$ cat config.mk
export PLATFORM = sky130hd
export DESIGN_NAME = mul_sequencer
export DESIGN_NICKNAME = d
export VERILOG_FILES = /design/src/rtl/mul_pkg.sv /design/src/rtl/mul_shift_add_dp.sv /design/src/rtl/mul_sequencer.sv
export SDC_FILE = /design/constraint.sdc
export NUM_CORES = 1
export LEC_CHECK = 0
export BUFFER_PORTS_ARGS = -buffer_cell sky130_fd_sc_hd__clkbuf_2
export CAP_MARGIN = 20
export CORE_MARGIN = 10
export CORE_UTILIZATION = 61
export DETAILED_ROUTE_END_ITERATION = 10
export PLACE_DENSITY_LB_ADDON = 0.25
export SLEW_MARGIN = 10
export SYNTH_ARGS = -nofsm -noshare
export SYNTH_HDL_FRONTEND = slang
export SYNTH_HIERARCHICAL = 1
export SYNTH_SLANG_ARGS = --single-unit
$ cat constraint.sdc
create_clock -name clk -period 4.1 [get_ports clk]
set_input_delay 0.41 -clock clk [delete_from_list [all_inputs] [get_ports clk]]
set_output_delay 0.41 -clock clk [all_outputs]
set_load 0.01 [all_outputs]
$ cat src/rtl/mul_pkg.sv
// Shared definitions for the multicycle multiplier sequencer.
package mul_pkg;

    // Native operand width of the core's multiplier.
    localparam int MUL_WIDTH = 32;

    // Sequencer states: operand load, WIDTH shift-add steps, sign fix-up,
    // then one or two register-file write cycles.
    typedef enum logic [2:0] {
        IDLE,
        CALC,
        FIX,
        WRLO,
        WRHI
    } state_t;

endpackage

$ cat src/rtl/mul_shift_add_dp.sv
// Radix-2 shift-add datapath: holds multiplicand, accumulator and shifted
// multiplier, and can negate the 2*WIDTH-bit product in place.
module mul_shift_add_dp
    import mul_pkg::*;
#(
    parameter int WIDTH = MUL_WIDTH
) (
    input  logic               clk,
    input  logic               rst_n,
    input  logic               load,
    input  logic               step,
    input  logic               negate,
    input  logic [WIDTH-1:0]   a_in,
    input  logic [WIDTH-1:0]   b_in,
    output logic [2*WIDTH-1:0] acc
);

    logic [WIDTH-1:0] a;
    logic [WIDTH-1:0] bsh;
    logic [WIDTH:0]   sum;

    // Add the multiplicand into the upper half when the current multiplier bit is set; carry is kept.
    always_comb begin
        sum = {1'b0, acc[2*WIDTH-1:WIDTH]};
        if (bsh[0]) begin
            sum = {1'b0, acc[2*WIDTH-1:WIDTH]} + {1'b0, a};
        end
    end

    // Load operands, then shift {carry, acc, bsh} right once per step; optional final negate.
    always_ff @(posedge clk or negedge rst_n) begin
        // NOTE: sequential state uses non-blocking assignments so every register
        // samples pre-edge values; the operand/accumulator flops are also cleared
        // on reset so no stale product is visible after a reset.
        if (!rst_n) begin
            a   <= '0;
            acc <= '0;
            bsh <= '0;
        end else if (load) begin
            a   <= a_in;
            acc <= '0;
            bsh <= b_in;
        end else if (step) begin
            {acc, bsh} <= {sum, acc[WIDTH-1:0], bsh[WIDTH-1:1]};
        end else if (negate) begin
            acc <= -acc;
        end
    end

endmodule

$ cat src/rtl/mul_sequencer.sv
// Multicycle MUL/UMULL/SMULL unit: latches operands on Start, runs the
// shift-add datapath for WIDTH cycles, fixes the sign, then issues the
// low (and for long forms the high) register-file write with N/Z flags.
module mul_sequencer
    import mul_pkg::*;
#(
    parameter  int WIDTH = MUL_WIDTH,
    localparam int CNT_W = $clog2(WIDTH)
) (
    input  logic             clk,
    input  logic             reset,
    input  logic             Start,
    input  logic             Long,
    input  logic             Signed,
    input  logic             Flush,
    input  logic [WIDTH-1:0] SrcA,
    input  logic [WIDTH-1:0] SrcB,
    output logic             Busy,
    output logic             WriteLo,
    output logic             WriteHi,
    output logic [WIDTH-1:0] Result,
    output logic             Done,
    output logic             FlagN,
    output logic             FlagZ
);

    state_t             state;
    state_t             next_state;
    logic [CNT_W-1:0]   count;
    logic               long_q;
    logic               neg_q;
    logic               load;
    logic               step;
    logic               negate;
    logic               take_mag;
    logic               neg_in;
    logic [WIDTH-1:0]   mag_a;
    logic [WIDTH-1:0]   mag_b;
    logic [2*WIDTH-1:0] acc;

    // Signed long multiplies run on magnitudes; the sign is restored in FIX.
    assign take_mag = Signed & Long;
    assign neg_in   = take_mag & (SrcA[WIDTH-1] ^ SrcB[WIDTH-1]);
    assign mag_a    = (take_mag && SrcA[WIDTH-1]) ? -SrcA : SrcA;
    assign mag_b    = (take_mag && SrcB[WIDTH-1]) ? -SrcB : SrcB;

    mul_shift_add_dp #(.WIDTH(WIDTH)) u_dp (
        .clk    (clk),
        .rst_n  (reset),
        .load   (load),
        .step   (step),
        .negate (negate),
        .a_in   (mag_a),
        .b_in   (mag_b),
        .acc    (acc)
    );

    // State register, iteration counter and per-operation mode bits.
    always_ff @(posedge clk or negedge reset) begin
        if (!reset) begin
            state  <= IDLE;
            count  <= '0;
            long_q <= 1'b0;
            neg_q  <= 1'b0;
        end else begin
            state <= next_state;
            if (load) begin
                count  <= '0;
                long_q <= Long;
                neg_q  <= neg_in;
            end else if (step) begin
                count <= count + CNT_W'(1);
            end
        end
    end

    // Next-state decode, datapath controls and write strobes; Flush overrides everything.
    always_comb begin
        // NOTE: every output of this block gets a default first so no path
        // through the case leaves a signal unassigned (which would infer a latch).
        next_state = state;
        load       = 1'b0;
        step       = 1'b0;
        negate     = 1'b0;
        Busy       = (state != IDLE);
        WriteLo    = 1'b0;
        WriteHi    = 1'b0;
        Done       = 1'b0;
        Result     = '0;

        case (state)
            IDLE: begin
                if (Start && !Flush) begin
                    load       = 1'b1;
                    next_state = CALC;
                end
            end
            CALC: begin
                step = 1'b1;
                if (count == CNT_W'(WIDTH - 1)) begin
                    next_state = FIX;
                end
            end
            FIX: begin
                negate     = neg_q;
                next_state = WRLO;
            end
            WRLO: begin
                WriteLo = 1'b1;
                Result  = acc[WIDTH-1:0];
                if (long_q) begin
                    next_state = WRHI;
                end else begin
                    Done       = 1'b1;
                    next_state = IDLE;
                end
            end
            WRHI: begin
                WriteHi    = 1'b1;
                Result     = acc[2*WIDTH-1:WIDTH];
                Done       = 1'b1;
                next_state = IDLE;
            end
            default: begin
                next_state = IDLE;
            end
        endcase

        if (Flush && state != IDLE) begin
            next_state = IDLE;
            step       = 1'b0;
            negate     = 1'b0;
            WriteLo    = 1'b0;
            WriteHi    = 1'b0;
            Done       = 1'b0;
            Result     = '0;
        end
    end

    // Flags reflect the full-width result and are only driven in the Done cycle.
    always_comb begin
        FlagN = 1'b0;
        FlagZ = 1'b0;
        if (Done) begin
            FlagN = long_q ? acc[2*WIDTH-1] : acc[WIDTH-1];
            FlagZ = long_q ? (acc == '0) : (acc[WIDTH-1:0] == '0);
        end
    end

endmodule

## Word level (Yosys, flattened, before mapping)

Cells that the tools add are included.

- Register bits after elaboration: 138
- Latch bits: 0
- RAM bits: 0
- Bits in read-only memories: 0
- Input bits: 70
- Output and inout bits: 38
- Word-level logic and storage cells: 68
- Memories: 0

- Add/subtract/negate cells: 5
- Multipliers: 0
- Div/mod/pow operators: 0
- $lt $le $gt $ge: 0
- Equal/unequal tests: 7
- Shifts and indexed selects: 0
- Multiplexer cells: 34
- Bitwise gates (word level): 3
- Reduce and logical (&&, ||, !) cells: 12

Operator list:

| operator | count |
|---|---|
| 64-bit two-way mux | 3 |
| 32-bit two-way mux | 5 |
| 64-bit zero test | 1 |
| 32-bit negator | 2 |
| 64-bit negator | 1 |
| 32-bit one-hot mux with 2 select lines | 1 |
| 32-bit by 32-bit adder with 33-bit output | 1 |
| 33-bit two-way mux | 1 |
| 32-bit zero test | 1 |
| 1-bit two-way mux | 16 |
| 3-bit two-way mux | 4 |
| 3-bit one-hot mux with 4 select lines | 1 |
| 5-bit two-way mux | 2 |
| 3-bit by 2-bit equality test with 1-bit output, second input constant | 2 |
| 3-bit inequality test, second input constant | 2 |
| 3-bit nonzero test | 2 |
| 5-bit by 1-bit adder with 5-bit output, second input constant | 1 |
| 5-bit equality test, second input constant | 1 |
| 1-bit logical AND | 4 |
| 3-bit by 1-bit equality test with 1-bit output, second input constant | 1 |
| 3-bit equality test, second input constant | 1 |
| 3-bit zero test | 1 |
| 1-bit AND | 2 |
| 1-bit one-hot mux with 2 select lines | 1 |
| 4 further kinds | 4 |

## Logic depth before layout (Yosys ltp)

- Depth after elaboration: 6
- Mapped depth: 11
- Mapped depth without buffers: 11

## By module

The synthesis kept the hierarchy.

By module, submodules not included:

| module | times used | cells an instance | area an instance (um^2) | seq. area each (um^2) |
|---|---|---|---|---|
| mul_shift_add_dp | 1 | 933 | 8431.8 | 3203.1 |
| mul_sequencer | 1 | 327 | 2498.6 | 250.2 |

## Least setup slack after synthesis

OpenSTA, ideal clock, no wires.

- Path kind: register -> register
- From: register u_dp.acc[24]
- To: register u_dp.acc[47]
- Library setup time: 0.125 ns
- Arrival time: 2.775 ns
- Setup slack: 1.200 ns
- Stages on the path, launching flop included: 9
- Buffers on the path: 0
- Period minus slack after synthesis: 2.900 ns
- Cells stage by stage: dfrtp_1 -> or4_4 -> or3_1 -> or3_4 -> or2_2 -> o21ai_0 -> xnor2_1 -> nor2_1 -> a2111oi_0

- Cells in the longest elaborated chain, start to end: 4

Ends and longest elaborated chain:

| element | RTL line | text |
|---|---|---|
| start: declaration | mul_shift_add_dp.sv:15 | `output logic [2*WIDTH-1:0] acc` |
| start signal: assignment | mul_shift_add_dp.sv:44 | `{acc, bsh} <= {sum, acc[WIDTH-1:0], bsh[WIDTH-1:1]};` |
| start signal: assignment | mul_shift_add_dp.sv:46 | `acc <= -acc;` |
| 64-bit negator | mul_shift_add_dp.sv:46 |  |
| 64-bit two-way mux | mul_shift_add_dp.sv:45 | `end else if (negate) begin` |
| 64-bit two-way mux | mul_shift_add_dp.sv:43 | `end else if (step) begin` |
| 64-bit two-way mux | mul_shift_add_dp.sv:39 | `end else if (load) begin` |

No other way between the ends. The select of a mux whose other input is x is not followed.
A chain may end at the register's enable or synchronous reset.

## Final worst setup path

- From: register u_dp.acc[32]
- To: register u_dp.acc[47]

- Cells in the longest elaborated chain, start to end: 4
- Elaborated cells between the ends (all ways): 6
- Classes of those cells: 2 x add/sub; 4 x mux

Ends and longest elaborated chain:

| element | RTL line |
|---|---|
| 64-bit negator or 32-bit by 32-bit adder with 33-bit output (tied branches) | mul_shift_add_dp.sv:46, mul_shift_add_dp.sv:26 |
| 64-bit two-way mux or 33-bit two-way mux (tied branches) | mul_shift_add_dp.sv:45, mul_shift_add_dp.sv:25 |
| 64-bit two-way mux * | mul_shift_add_dp.sv:43 |
| 64-bit two-way mux * | mul_shift_add_dp.sv:39 |

Every way passes the cells marked *; elsewhere a longest branch is shown, timed or not. The select of a mux whose other input is x is not followed.

==> insert_results.sql <==
INSERT INTO impl_metrics (metric_group, metric, value, unit) VALUES
('clock_tree', 'cts_repair_resize_count', '0', ''),
('clock_tree', 'htree_levels', '4', ''),
('logic_synthesis', 'synth_enable_flop_cells', '0', ''),
('placement', 'preCtsSetupSlack', '0.884', 'ns'),
('run_status', 'run_status', 'complete, but fails checks', ''),
('finish', 'stdcell_count', '1564', ''),
('global_routing', 'globalRoute.totalOverflow', '0', ''),
('logic_synthesis', 'synth.net_count', '1368', ''),
('critical_path', 'timing.critical_path.buf_inv', '1', ''),
('floorplanning', 'starting_density_of_the_core', '62.8', '%'),
('sta', 'max_slew_margin', '40.0', '%'),
('clock_tree', 'clockRootBuffer', 'sky130_fd_sc_hd__clkbuf_16', ''),
('sta', 'timing.final.hold_violations', '5', ''),
('logic_synthesis', 'yosys.area_share.xor_xnor', '11.3', '%'),
('clock_tree', 'clkSinkCount', '138', ''),
('sta', 'report.final.slew_viol_count', '0', ''),
('critical_path', 'startpoint_type', 'flip-flop', ''),
('finish', 'drive_above_1_share', '16.4', '%'),
('logic_synthesis', 'ys_types', '84', ''),
('critical_path', 'worst_path_dominant_cell_family', 'compound AO/OA/AOI/OAI gates', ''),
('sta', 'worst_hold_margin', '-0.0112', 'ns'),
('logic_synthesis', 'synth-main-ff-cell', 'sky130_fd_sc_hd__dfrtp_1', ''),
('global_routing', 'vias_in_the_first_global_route', '9905', ''),
('sta', 'timing.fmax', '302', 'MHz'),
('placement', 'post_dp_cell_area', '11600', 'µm²'),
('clock_tree', 'cts_tree', 'done', ''),
('sta', 'timing.final.crit_share', '80.9', '%'),
('critical_path', 'worstPathCellList', 'ha_1, inv_1, fa_1, nor2b_1, o2111ai_1, a21boi_0, o41ai_1, o21ai_0, xnor2_1, a2111oi_0', ''),
('logic_synthesis', 'netlist_instances', '1260', ''),
('flow_run', 'max_cap_viol_count', '0', ''),
('placement', 'hpwl', '22300', 'µm'),
('sta', 'setup_tns', '0', 'ns'),
('detailed_routing', 'drc', '0', ''),
('clock_tree', 'worstSkewPairLatency', '0.43', 'ns'),
('clock_tree', 'cts_inserted_buffers', '17', ''),
('power_and_ir_drop', 'ir_drop', '0.359', 'mV'),
('clock_tree', 'cts_hold_buffers', '0', ''),
('global_routing', 'grt_start_max_net_pins', '105', ''),
('sta', 'setup_violations', '0', ''),
('min_path', 'timing.hold.worst.class', 'in2async', ''),
('logic_synthesis', 'synth_mux_area_share', '8.06', '%'),
('sta', 'period_minus_slack', '3.32', 'ns'),
('logic_synthesis', 'postSynthRegisterBits', '138', ''),
('sta', 'final_critical_path_setup_slack', '0.785', 'ns'),
('logic_synthesis', 'synth_compound_gate_area_share', '21.8', '%'),
('global_routing', 'grt_pass1_wl', '49900', 'µm'),
('run_status', 'violated_checks', 'hold timing', ''),
('sta', 'clock_skew', '0.00973', 'ns'),
('critical_path', 'worst_ep_required_time', '4.40', 'ns'),
('global_routing', 'gr-usage-all-layers', '25.2', '%'),
('detailed_routing', 'avgViaCountPerCell', '6.53', ''),
('detailed_routing', 'ant_nets', '0', ''),
('global_routing', 'antenna_found_initial', '1', ''),
('logic_synthesis', 'synth_top_cell_area_share', '31.6', '%'),
('clock_tree', 'path_clk_slew', '0.06', 'ns'),
('floorplanning', 'die_h', '154', 'µm'),
('critical_path', 'ff2ff_setup_slack', '0.78', 'ns'),
('finish', 'finish.instance_area', '12200', 'µm²'),
('placement', 'port_buffers', '107', ''),
('logic_synthesis', 'yosysSeqAreaShare', '31.6', '%'),
('critical_path', 'crit_fanout', '9', ''),
('detailed_routing', 'firstDrtPassIters', '8', ''),
('floorplanning', 'core-area', '17400', 'µm²'),
('sta', 'worst-slew-pin-transition', '0.892', 'ns'),
('detailed_routing', 'wl_per_cell', '19.8', 'µm'),
('critical_path', 'critical_path_at', '3.61', 'ns'),
('finish', 'final_nets', '1434', ''),
('critical_path', 'critical_path.endpoint_type', 'flip-flop', ''),
('critical_path', 'slowest_delay', '0.52', 'ns'),
('finish', 'antennaDiodeCount', '0', ''),
('floorplanning', 'die_width', '154', 'µm');
-- layer usage --
metal / global-route usage (%) / vias to the layer above / routed length (µm)
met5: 0 / - / 0
met4: 9.13 / 0 / 834
met3: 6.69 / 67 / 2760
met2: 41.6 / 480 / 14900
met1: 31.0 / 4897 / 12400
li1: - / 4764 / -
-- cells by family (layout without fill, tap and decap cells) --
family          count (synthesis)  count (layout)
simple gates                  400             400
compound gates                358             358
xor+xnor                      141             141
flops                         138             138
buf+inv                       101             180
mux                            84              84
fa+ha+maj                      38              38
-- cell type report --
type | instances | area [µm²]
Multi-Input combinational cell | 1021 | 7100
Fill cell | 1377 | 5190
Sequential cell | 138 | 3450
Timing Repair Buffer | 118 | 637
Clock buffer | 22 | 484
Tap cell | 225 | 282
Clock inverter | 10 | 163
Inverter | 30 | 113
-- power by group --
group | internal [mW] | switching [mW] | total (mW)
registers | 1.61 | 0.322 | 1.93
clock network | 1.08 | 0.607 | 1.69
logic | 0.840 | 1.15 | 1.99
-- sequential cells by signal (all words and copies together) (netlist names) --
name,count
count,5
long_q,1
neg_q,1
state,3
u_dp/a,32
u_dp/acc,64
u_dp/bsh,32
-- synthesized netlist by cell type, types with 27 or more instances --
cell / count
sky130_fd_sc_hd__nand2_1: 96
sky130_fd_sc_hd__a22o_1: 30
sky130_fd_sc_hd__ha_1: 37
sky130_fd_sc_hd__a21oi_1: 86
sky130_fd_sc_hd__xor2_1: 63
sky130_fd_sc_hd__dfrtp_1: 138
sky130_fd_sc_hd__o21ai_0: 90
sky130_fd_sc_hd__nor2_1: 122
sky130_fd_sc_hd__mux2i_1: 52
sky130_fd_sc_hd__inv_1: 29
sky130_fd_sc_hd__clkbuf_1: 52
sky130_fd_sc_hd__xnor2_1: 78
sky130_fd_sc_hd__mux2_2: 31
sky130_fd_sc_hd__nor4_1: 27
-- worst paths after layout --
check,from,end,cells past startpoint
worst max register to register,u_dp/acc[32]$_DFFE_PN0P_,u_dp/acc[47]$_DFFE_PN0P_,10
max in group asynchronous,reset,u_dp/bsh[4]$_DFFE_PN0P_,2
worst max-delay path,u_dp/acc[32]$_DFFE_PN0P_,u_dp/acc[47]$_DFFE_PN0P_,10
worst min register to register,u_dp/a[27]$_DFFE_PN0P_,u_dp/a[27]$_DFFE_PN0P_,1
worst min-delay path,reset,u_dp/a[29]$_DFFE_PN0P_,1
min in group clk,SrcA[0],u_dp/a[0]$_DFFE_PN0P_,2
-- cell usage in the layout, fill, tap and decap left out, types with 29 or more instances in the layout --
| cell | n |
|---|---|
| sky130_fd_sc_hd__o21ai_0 | 90 |
| sky130_fd_sc_hd__nor2_1 | 121 |
| sky130_fd_sc_hd__nand2_1 | 96 |
| sky130_fd_sc_hd__mux2_2 | 31 |
| sky130_fd_sc_hd__ha_1 | 37 |
| sky130_fd_sc_hd__mux2i_1 | 52 |
| sky130_fd_sc_hd__a21oi_1 | 86 |
| sky130_fd_sc_hd__clkbuf_2 | 106 |
| sky130_fd_sc_hd__xnor2_1 | 78 |
| sky130_fd_sc_hd__xor2_1 | 63 |
| sky130_fd_sc_hd__dfrtp_1 | 138 |
| sky130_fd_sc_hd__a22o_1 | 30 |
| sky130_fd_sc_hd__inv_1 | 29 |
(Power assumes the default switching activity.)
